[src/rtl/event_framer.sv]
// ---------------------------------------------------------------------------
// event_framer
//
// Per-ADC-channel event builder in the clk_adc domain. It sits between the
// sample pipeline and the DAT_FIFO write port. Each accepted trigger rising
// edge produces one framed event in the FIFO:
//
//   HDR    {2'b11, evt_id}
//   TS_HI  {2'b10, ts[27:14]}
//   TS_LO  {2'b10, ts[13:0]}
//   SMP k  {2'b00, adc_data(T+k)}       k = 0 .. WINDOW-1
//   TRL    {2'b01, trunc, lost[12:0]}
//
// The word schedule is fixed. A word that meets fifo_full is dropped, not
// retried. Dropped words are reported in the trailer. Only the trailer waits
// for FIFO space.
//
// Parameters
//   WINDOW      samples per event, 1..4095
//   DW          ADC sample width; the frame format assumes 14
//
// Ports
//   clk_adc     in   1    ADC-recovered clock
//   RESET       in   1    asynchronous, active-low reset
//   adc_data    in   DW   pipelined ADC samples
//   trig        in   1    trigger, synchronous to clk_adc
//   arm         in   1    readout write enable; when low, new triggers are ignored
//   fifo_full   in   1    DAT_FIFO wrfull
//   fifo_data   out  16   registered word to the FIFO
//   fifo_wrreq  out  1    FIFO write strobe, never high while fifo_full=1
//   busy        out  1    a frame is in progress
//   evt_id      out  14   ID of the last accepted event
//   drop_count  out  16   rejected (armed) trigger edges, saturating
// ---------------------------------------------------------------------------
module event_framer #(
    parameter int WINDOW = 64,
    parameter int DW     = 14
) (
    input  logic          clk_adc,
    input  logic          RESET,
    input  logic [DW-1:0] adc_data,
    input  logic          trig,
    input  logic          arm,
    input  logic          fifo_full,
    output logic [15:0]   fifo_data,
    output logic          fifo_wrreq,
    output logic          busy,
    output logic [13:0]   evt_id,
    output logic [15:0]   drop_count
);

    typedef enum logic [2:0] {
        S_IDLE,
        S_HDR,
        S_TS_HI,
        S_TS_LO,
        S_SMP,
        S_TRL
    } state_t;

    localparam logic [1:0]  TAG_HDR  = 2'b11;
    localparam logic [1:0]  TAG_TS   = 2'b10;
    localparam logic [1:0]  TAG_SMP  = 2'b00;
    localparam logic [1:0]  TAG_TRL  = 2'b01;
    localparam logic [11:0] SMP_LAST = 12'(WINDOW - 1);

    state_t        r_state;
    state_t        w_state_nxt;
    logic          r_trig_q;
    logic [27:0]   r_ts_cnt;
    logic [27:0]   r_ts_lat;
    logic [DW-1:0] r_dly [3];
    logic [11:0]   r_smp_cnt;
    logic [11:0]   w_smp_cnt_nxt;
    logic          r_trunc;
    logic          w_trunc_nxt;
    logic [12:0]   r_lost;
    logic [12:0]   w_lost_nxt;
    logic [15:0]   r_fifo_data;
    logic [15:0]   w_data_nxt;
    logic          r_word_valid;
    logic          w_valid_nxt;
    logic [13:0]   r_evt_id;
    logic [13:0]   w_evt_id_nxt;
    logic [15:0]   r_drop_cnt;
    logic [15:0]   w_drop_nxt;

    logic          w_edge;
    logic          w_accept;
    logic          w_reject;
    logic          w_word_lost;
    logic          w_smp_lost;

    assign w_edge   = trig & ~r_trig_q;
    assign w_accept = w_edge & (r_state == S_IDLE) & arm & ~fifo_full;
    // Only armed edges count as rejects.
    assign w_reject = w_edge & arm & ~w_accept;

    // The word on fifo_data during this cycle is lost when the FIFO is full.
    // The word's type matches the current state, because each state shows
    // the word that the previous state registered. TRL is excluded because
    // it waits for space.
    assign w_word_lost = r_word_valid & fifo_full & (r_state != S_TRL);
    assign w_smp_lost  = w_word_lost & (r_state == S_SMP);

    // NOTE: every signal assigned in this block gets a default first. A path
    // that leaves one unassigned would infer a latch.
    always_comb begin
        w_state_nxt   = r_state;
        w_data_nxt    = '0;
        w_valid_nxt   = 1'b0;
        w_smp_cnt_nxt = r_smp_cnt;
        w_evt_id_nxt  = r_evt_id;
        w_trunc_nxt   = r_trunc | w_word_lost;
        w_lost_nxt    = (w_smp_lost && (r_lost != '1)) ? r_lost + 13'd1 : r_lost;
        w_drop_nxt    = (w_reject && (r_drop_cnt != '1)) ? r_drop_cnt + 16'd1 : r_drop_cnt;

        unique case (r_state)
            S_IDLE: begin
                if (w_accept) begin
                    w_state_nxt  = S_HDR;
                    w_evt_id_nxt = r_evt_id + 14'd1;
                    w_data_nxt   = {TAG_HDR, w_evt_id_nxt};
                    w_valid_nxt  = 1'b1;
                    w_trunc_nxt  = 1'b0;
                    w_lost_nxt   = '0;
                end
            end
            S_HDR: begin
                w_state_nxt = S_TS_HI;
                w_data_nxt  = {TAG_TS, r_ts_lat[27:14]};
                w_valid_nxt = 1'b1;
            end
            S_TS_HI: begin
                w_state_nxt = S_TS_LO;
                w_data_nxt  = {TAG_TS, r_ts_lat[13:0]};
                w_valid_nxt = 1'b1;
            end
            S_TS_LO: begin
                // Sample 0 is registered here, so SMP starts with one sample
                // already issued.
                w_state_nxt   = S_SMP;
                w_smp_cnt_nxt = '0;
                w_data_nxt    = {TAG_SMP, r_dly[2]};
                w_valid_nxt   = 1'b1;
            end
            S_SMP: begin
                w_valid_nxt = 1'b1;
                if (r_smp_cnt == SMP_LAST) begin
                    // The trailer uses the next-state flags, so the loss of
                    // the last sample (visible this cycle) is included.
                    w_state_nxt = S_TRL;
                    w_data_nxt  = {TAG_TRL, w_trunc_nxt, w_lost_nxt};
                end else begin
                    w_smp_cnt_nxt = r_smp_cnt + 12'd1;
                    w_data_nxt    = {TAG_SMP, r_dly[2]};
                end
            end
            S_TRL: begin
                if (fifo_full) begin
                    w_data_nxt  = r_fifo_data;
                    w_valid_nxt = 1'b1;
                end else begin
                    w_state_nxt = S_IDLE;
                end
            end
            default: begin
                w_state_nxt = S_IDLE;
            end
        endcase
    end

    // NOTE: sequential state uses non-blocking assignments only, so every
    // register samples pre-edge values regardless of statement order.
    always_ff @(posedge clk_adc or negedge RESET) begin
        if (!RESET) begin
            r_state      <= S_IDLE;
            r_trig_q     <= 1'b0;
            r_ts_cnt     <= '0;
            r_ts_lat     <= '0;
            r_smp_cnt    <= '0;
            r_trunc      <= 1'b0;
            r_lost       <= '0;
            r_fifo_data  <= '0;
            r_word_valid <= 1'b0;
            r_evt_id     <= '0;
            r_drop_cnt   <= '0;
        end else begin
            r_state      <= w_state_nxt;
            r_trig_q     <= trig;
            r_ts_cnt     <= r_ts_cnt + 28'd1;
            r_smp_cnt    <= w_smp_cnt_nxt;
            r_trunc      <= w_trunc_nxt;
            r_lost       <= w_lost_nxt;
            r_fifo_data  <= w_data_nxt;
            r_word_valid <= w_valid_nxt;
            r_evt_id     <= w_evt_id_nxt;
            r_drop_cnt   <= w_drop_nxt;
            if (w_accept) begin
                r_ts_lat <= r_ts_cnt;
            end
        end
    end

    // Sample alignment delay. Three stages here plus the fifo_data register
    // make four stages, so sample 0 equals adc_data in the trigger cycle.
    // NOTE: the delay line is reset like any other register, so the first
    // frame after reset never carries X or stale samples.
    always_ff @(posedge clk_adc or negedge RESET) begin
        if (!RESET) begin
            for (int i = 0; i < 3; i++) begin
                r_dly[i] <= '0;
            end
        end else begin
            r_dly[0] <= adc_data;
            r_dly[1] <= r_dly[0];
            r_dly[2] <= r_dly[1];
        end
    end

    assign fifo_data  = r_fifo_data;
    assign fifo_wrreq = r_word_valid & ~fifo_full;
    assign busy       = (r_state != S_IDLE);
    assign evt_id     = r_evt_id;
    assign drop_count = r_drop_cnt;

endmodule
[config.mk]
export PLATFORM = sky130hd
export DESIGN_NAME = event_framer
export DESIGN_NICKNAME = d
export VERILOG_FILES = /design/src/rtl/event_framer.sv
export SDC_FILE = /design/constraint.sdc
export NUM_CORES = 1
export LEC_CHECK = 0
export ABC_AREA = 1
export BUFFER_PORTS_ARGS = -buffer_cell sky130_fd_sc_hd__buf_4
export CORE_UTILIZATION = 30
export DETAILED_ROUTE_END_ITERATION = 7
export GPL_TIMING_DRIVEN = 0
export PLACE_DENSITY = 0.48
export REMOVE_ABC_BUFFERS = 1
export SYNTH_ARGS = -nofsm -noshare
export SYNTH_HDL_FRONTEND = slang
export SYNTH_SLANG_ARGS = --single-unit
[constraint.sdc]
create_clock -name clk_adc -period 3.2 [get_ports clk_adc]
set_input_delay 0.48 -clock clk_adc [delete_from_list [all_inputs] [get_ports clk_adc]]
set_output_delay 0.48 -clock clk_adc [all_outputs]
set_load 0.02 [all_outputs]
Word-level counts from Yosys, hierarchy flattened
Cells that the tools add are included.

operators by class
  eq/ne operators = 13
  bitwise operators = 14
  reduce and logical (&&, ||, !) cells = 9
  add/subtract/negate cells = 5
  mux-type cells = 18

operators by type and width
  operator                                                                 count
  16-bit case mux with 6 select lines                                      1
  13-bit two-way mux                                                       3
  16-bit two-way mux                                                       2
  28-bit by 1-bit adder with 28-bit output (second input constant)         1
  12-bit case mux with 2 select lines                                      1
  3-bit case mux with 6 select lines                                       1
  16-bit by 1-bit adder with 16-bit output (second input constant)         1
  16-bit != test (second input constant)                                   1
  15-bit two-way mux                                                       1
  14-bit by 1-bit adder with 14-bit output (second input constant)         1
  13-bit by 1-bit adder with 13-bit output (second input constant)         1
  13-bit != test (second input constant)                                   1
  12-bit by 1-bit adder with 12-bit output (second input constant)         1
  12-bit by 6-bit equality test with 1-bit output (second input constant)  1
  12-bit two-way mux                                                       1
  1-bit bitwise AND                                                        10
  3-bit two-way mux                                                        3
  3-bit by 2-bit equality test with 1-bit output (second input constant)   2
  3-bit equality test (second input constant)                              2
  2-bit != test (second input constant)                                    3
  1-bit two-way mux                                                        4
  2-bit AND reduction                                                      2
  4-bit OR reduction                                                       1
  3-bit by 1-bit equality test with 1-bit output (second input constant)   1
  10 further kinds                                                         13

storage, ports and cells
  logic and storage cells = 73
  register bits = 175
  output and inout bits = 48

Logic depth before layout (Yosys ltp)
  depth after elaboration = 8
  mapped depth = 11

Worst setup path before layout
Ideal clock, no wire load.

  path kind = register to register
  from = register r_drop_cnt[1], in the netlist drop_count[1]
  to = register r_drop_cnt[4], in the netlist drop_count[4]
  library setup time = 132 ps
  cell stages (with the launch flop) = 9
  data required time = 3068 ps
  arrival time = 1544 ps
  slack = 1524 ps
  path buffers = 1
  cells stage by stage = dfrtp_1 -> ha_1 -> nand3_1 -> nor2_1 -> nand3_1 -> nand3_2 -> buf_6 -> nor2_1 -> xor2_1

between the ends
  cells in the longest elaborated chain, start to end = 2

RTL lines
  item                                                                              RTL line  source
  start, declared                                                                   85        logic [15:0] r_drop_cnt;
  start signal, assigned                                                            198       r_drop_cnt <= w_drop_nxt;
  branches (longest 2 deep; another with 16-bit by 1-bit adder with 16-bit output)  n/a

Parallel ways; which one is timed is not known.
A chain may end at the register's enable or synchronous reset.

Worst setup path after layout
  from = register r_lost[0]
  to = register r_fifo_data[0], in the netlist fifo_data[0]

between the ends
  cells in the longest elaborated chain, start to end = 5

RTL lines
  item                                                                              RTL line  source
  start, declared                                                                   77        logic [12:0] r_lost;
  start signal, assigned                                                            194       r_lost <= w_lost_nxt;
  branches (longest 2 deep; another with 13-bit by 1-bit adder with 13-bit output)  n/a
  13-bit two-way mux (*)                                                            115       w_lost_nxt = (w_smp_lost && (r_lost != '1)) ? r_lost + 13'd1 : r_lost;
  15-bit two-way mux (*)                                                            149       if (r_smp_cnt == SMP_LAST) begin
  16-bit case mux with 6 select lines (*)                                           118       unique case (r_state)
  end signal, assigned                                                              195       r_fifo_data <= w_data_nxt;
  end, declared                                                                     79        logic [15:0] r_fifo_data;

Mark *: on every way between the ends.

==> results.txt <==
The clock tree skew after final layout is roughly 15 ps. The core region is 26000 um2. The sequential share of the synthesized area is 55.2%. The startpoint of the most critical register-to-register path is r_lost[0].

The clock tree root driver cell is clkbuf_16. The terminus of the critical flop-to-flop path is fifo_data[0]. The share of the synthesized area in the top cell type is between 50% and 60%. The primary flip-flop cell chosen by synthesis mapping is dfrtp_1. The flow ran to the end, and the final reports show no timing, DRC or antenna violations. The wire length of the first global-routing pass is approximately 32000 um. The signal arrival time at the worst endpoint came out at 3020 ps.

The total global routing overflow is 0. Of the cells placed in the final design, the portion with a size suffix greater than 1 is 12.7%. The post-CTS setup repair buffer count is 0.

The maximum clock path buffer count came out at 2. The origin of the worst setup path is r_lost[0]. The number of vias per cell after detailed routing is about 4.6. The area overhead of the layout relative to synthesis came out at 18.7%. The die is between 150 and 200 um wide. Headroom to the max-slew limit came out at 36.2%. The critical path buffer and inverter count came out at 1. Counting the buffers created by CTS gives 17. The cell family contributing the most delay on the critical path is compound AO/OA/AOI/OAI gates. The final estimated routing congestion in global placement is 0.820. The maximum clock frequency is 377 MHz.

The initial antenna violation count came out at 0. The number of standard cells after synthesis came out at 913. The length in cells of the worst reg-to-reg path came out at 9. The cell with the largest stage delay on the worst path is o21ai_1. The number of endpoints failing setup at the final stage is 0. STA classifies the critical path startpoint as a flop. The clock transition time at the flip-flop clock pins of the worst setup and hold paths came out at ~70 ps. The average wire per standard cell came out at 14.5 um. After layout, the worst path uses between 80% and 90% of the clock period. The post-route DRC violation count is 0. TritonCTS built the clock tree. The die outline area came out at 27100 um2.

The routed layout has 6119 vias. The worst hold path belongs to the class primary input to flop. After the flow finishes, the layout carries non-filler instances totaling 1330. The post-synthesis register bit count came out at 175.

A synthesized cell averages ~8.7 um2. The DRC marker count from the first detailed-route iteration is 325. The number of nets in the final layout came out at 1006. For the worst-skew pair, the clock arrives at the later sink with an insertion delay of 430 ps. The global-route usage over all layers is between 10% and 20%.

The floorplan step set the die height to 165 um. The final antenna diode count came out at 0. The final core area utilization is between 30% and 40%. The proportion of synthesized flip-flops having asynchronous set or reset came out at 100%.

The initial core utilization is a little under a third. The via count of the first global-routing pass is 6068. The analysis attributes to cell leakage a power of 4.52 nW. The cell repeated most along the worst path is nand2_1. The total chip power came out at 7.45 mW. The worst setup path is of the flop to flop kind. The number of placement rows is 59. The residual antenna-violating net count after detailed routing is 0. The number of max-cap violations is 0. The H-tree depth reported by CTS came out at 4. In this run, placement finished with an instance count of ~1.3k. Of all cell types, the one taking the most synthesized area is dfrtp_1. Setup repair after global routing left no endpoint under its margin. 67 I/O pins were placed. STA classifies the critical path endpoint as a flop. The count of pins over their slew limit is 0. The post-place instance area is 8810 um2. The distinct cell type count after synthesis is 35. IR analysis of the VDD net gives a maximum drop of 0.407 mV. Entering global routing, the biggest net connects about 120 pins. The termination of the worst setup path is fifo_data[0]. The synthesized design contains 0 enable-type register cells.

Summed over all layers, the routed wires come to ~19000 um. Traced cell by cell, the critical path runs through ha_1, nand2_1, nor2_1, nand2_1, o21ai_1, inv_1, nand2_1, nand3_1, nand3_1. The smallest clock period supported by the final layout is computed as about 2700 ps.

For the worst setup path, the data required time is between 3000 and 4000 ps. In this run the power density over the cells is 792 nW/um2. The internal reg-to-reg setup slack came out at 550 ps. The largest incremental delay on the critical path came out at 750 ps. The length of the first detailed-routing pass in iterations came out at 5.

By area the synthesized netlist is led by dfrtp_1, nand2_1, nand3_1. Detailed placement finished with a half-perimeter wire length of 13500 um. The total of warnings raised by yosys is 0. Summing every instance area after synthesis gives 7930 um2. The number of hold-slack violations in the final timing report is 0. The top fanout value on the critical path came out at 12. In this run the number of cells on the critical path is 9. The TritonCTS sink count is ~180. The cell area after layout is 9410 um2. The worst-margin pin slew came out at 950 ps. The count of buffers added on input and output ports is 66. The number of filler cells placed in the layout came out at 2726.
-- repair_timing --
item                      CTS  global route
hold buffers                1             0
gates resized for setup     0             0
hold endpoints to repair   46             0
-- cells in the final DEF, fill, tap and decap left out, types with 2 or more instances in the layout --
cell,count
clkinv_2,3
inv_1,106
o22ai_1,15
bufinv_16,2
xor2_1,32
nand4_1,17
nand2_1,243
o21ai_0,47
dfrtp_1,175
nor2_2,2
nand3b_1,2
nor3_1,19
clkbuf_8,2
nand3_2,3
or2_2,2
xnor2_1,17
buf_4,65
clkinv_4,4
nand2_2,3
clkinvlp_4,2
ha_1,5
inv_2,4
buf_16,2
nand2_4,2
o21ai_1,7
clkbuf_16,17
nor2_1,79
nor2_4,6
a21oi_1,12
o211ai_1,3
nand3_1,83
-- worst reg2reg max path, delay by kind of cell (launching register included) --
family / cells / cell delay, ps
compound gates: 1 / 750
flops: 1 / 470
buf+inv: 1 / 420
fa+ha+maj: 1 / 250
simple gates: 6 / 690
-- flip-flops by register name, indices dropped and copies added, names as in the netlist, 3 cells and up --
register	flops
drop_count	16
evt_id	14
fifo_data	16
r_dly	42
r_lost	13
r_smp_cnt	12
r_state	3
r_ts_cnt	28
r_ts_lat	28
-- power by group --
group | internal [mW] | leakage (nW) | total (mW) | switching, mW
registers | 2.72 | 2.19 | 3.17 | 0.446
logic | 0.784 | 2.04 | 2.17 | 1.39
clock network | 1.20 | 0.288 | 2.11 | 0.910
total | 4.71 | 4.52 | 7.45 | 2.75
-- how the worst min path moves through the flow --
stage / start / slack (ps) / cells past startpoint / end
after global routing: adc_data[4] / 120 / 1 / r_dly[32]
after detailed placement: r_dly[31] / 330 / 0 / r_dly[17]
final: adc_data[5] / 150 / 1 / r_dly[33]
after CTS: adc_data[11] / 130 / 1 / r_dly[39]
after floorplan: RESET / 180 / 0 / drop_count[0]
after global placement: r_dly[38] / 330 / 0 / r_dly[24]
-- cell usage after synthesis, types with 4 or more instances --
library cell and instances:
nand4_1 17, buf_2 16, o21ai_0 47, xor2_1 32, nor2_1 79, xnor2_1 17
nor3_1 19, inv_1 106, dfrtp_1 175, o22ai_1 15, o21ai_1 7, ha_1 5
nand2_1 243, inv_2 4, a21oi_1 12, nor2_4 6, nand3_1 83
-- routing by layer --
metal	share of wire (%)	vias to the layer above	GRT usage, %
li1	-	3051	-
met1	52	2946	22.5
met2	44	109	23.3
met3	3.8	13	3.62
met4	1.1	0	4.09
met5	0	-	0
-- through the flow --
step	hold WS [ps]	setup TNS, ps	worst slack [ps]
2_1_floorplan	184	0	862
3_3_place_gp	332	-4930	-393
3_5_place_dp	335	0	535
4_1_cts	127	0	509
5_1_grt	123	0	261
6_report	151	0	548
-- kinds of logic after synthesis --
| kind of cell | after synthesis | share of synthesized area (%) |
|---|---|---|
| xor gates and xnor gates | 49 | 5.41 |
| DFF | 175 | 55.2 |
| and+or+nand+nor | 466 | 25.9 |
| buffers and inverters | 131 | 6.77 |
| adders and majority gates | 5 | 0.789 |
| AOI/OAI and AO/OA | 87 | 5.92 |
-- cell type report --
class	count	area, um2	share of cell area (%)
Sequential cell	175	4380	46.5
Multi-Input combinational cell	607	3010	32.0
Timing Repair Buffer	70	588	6.25
Clock buffer	20	457	4.85
Inverter	111	419	4.45
Tap cell	335	419	4.45
Clock inverter	12	136	1.45
(Power assumes the default switching activity.)
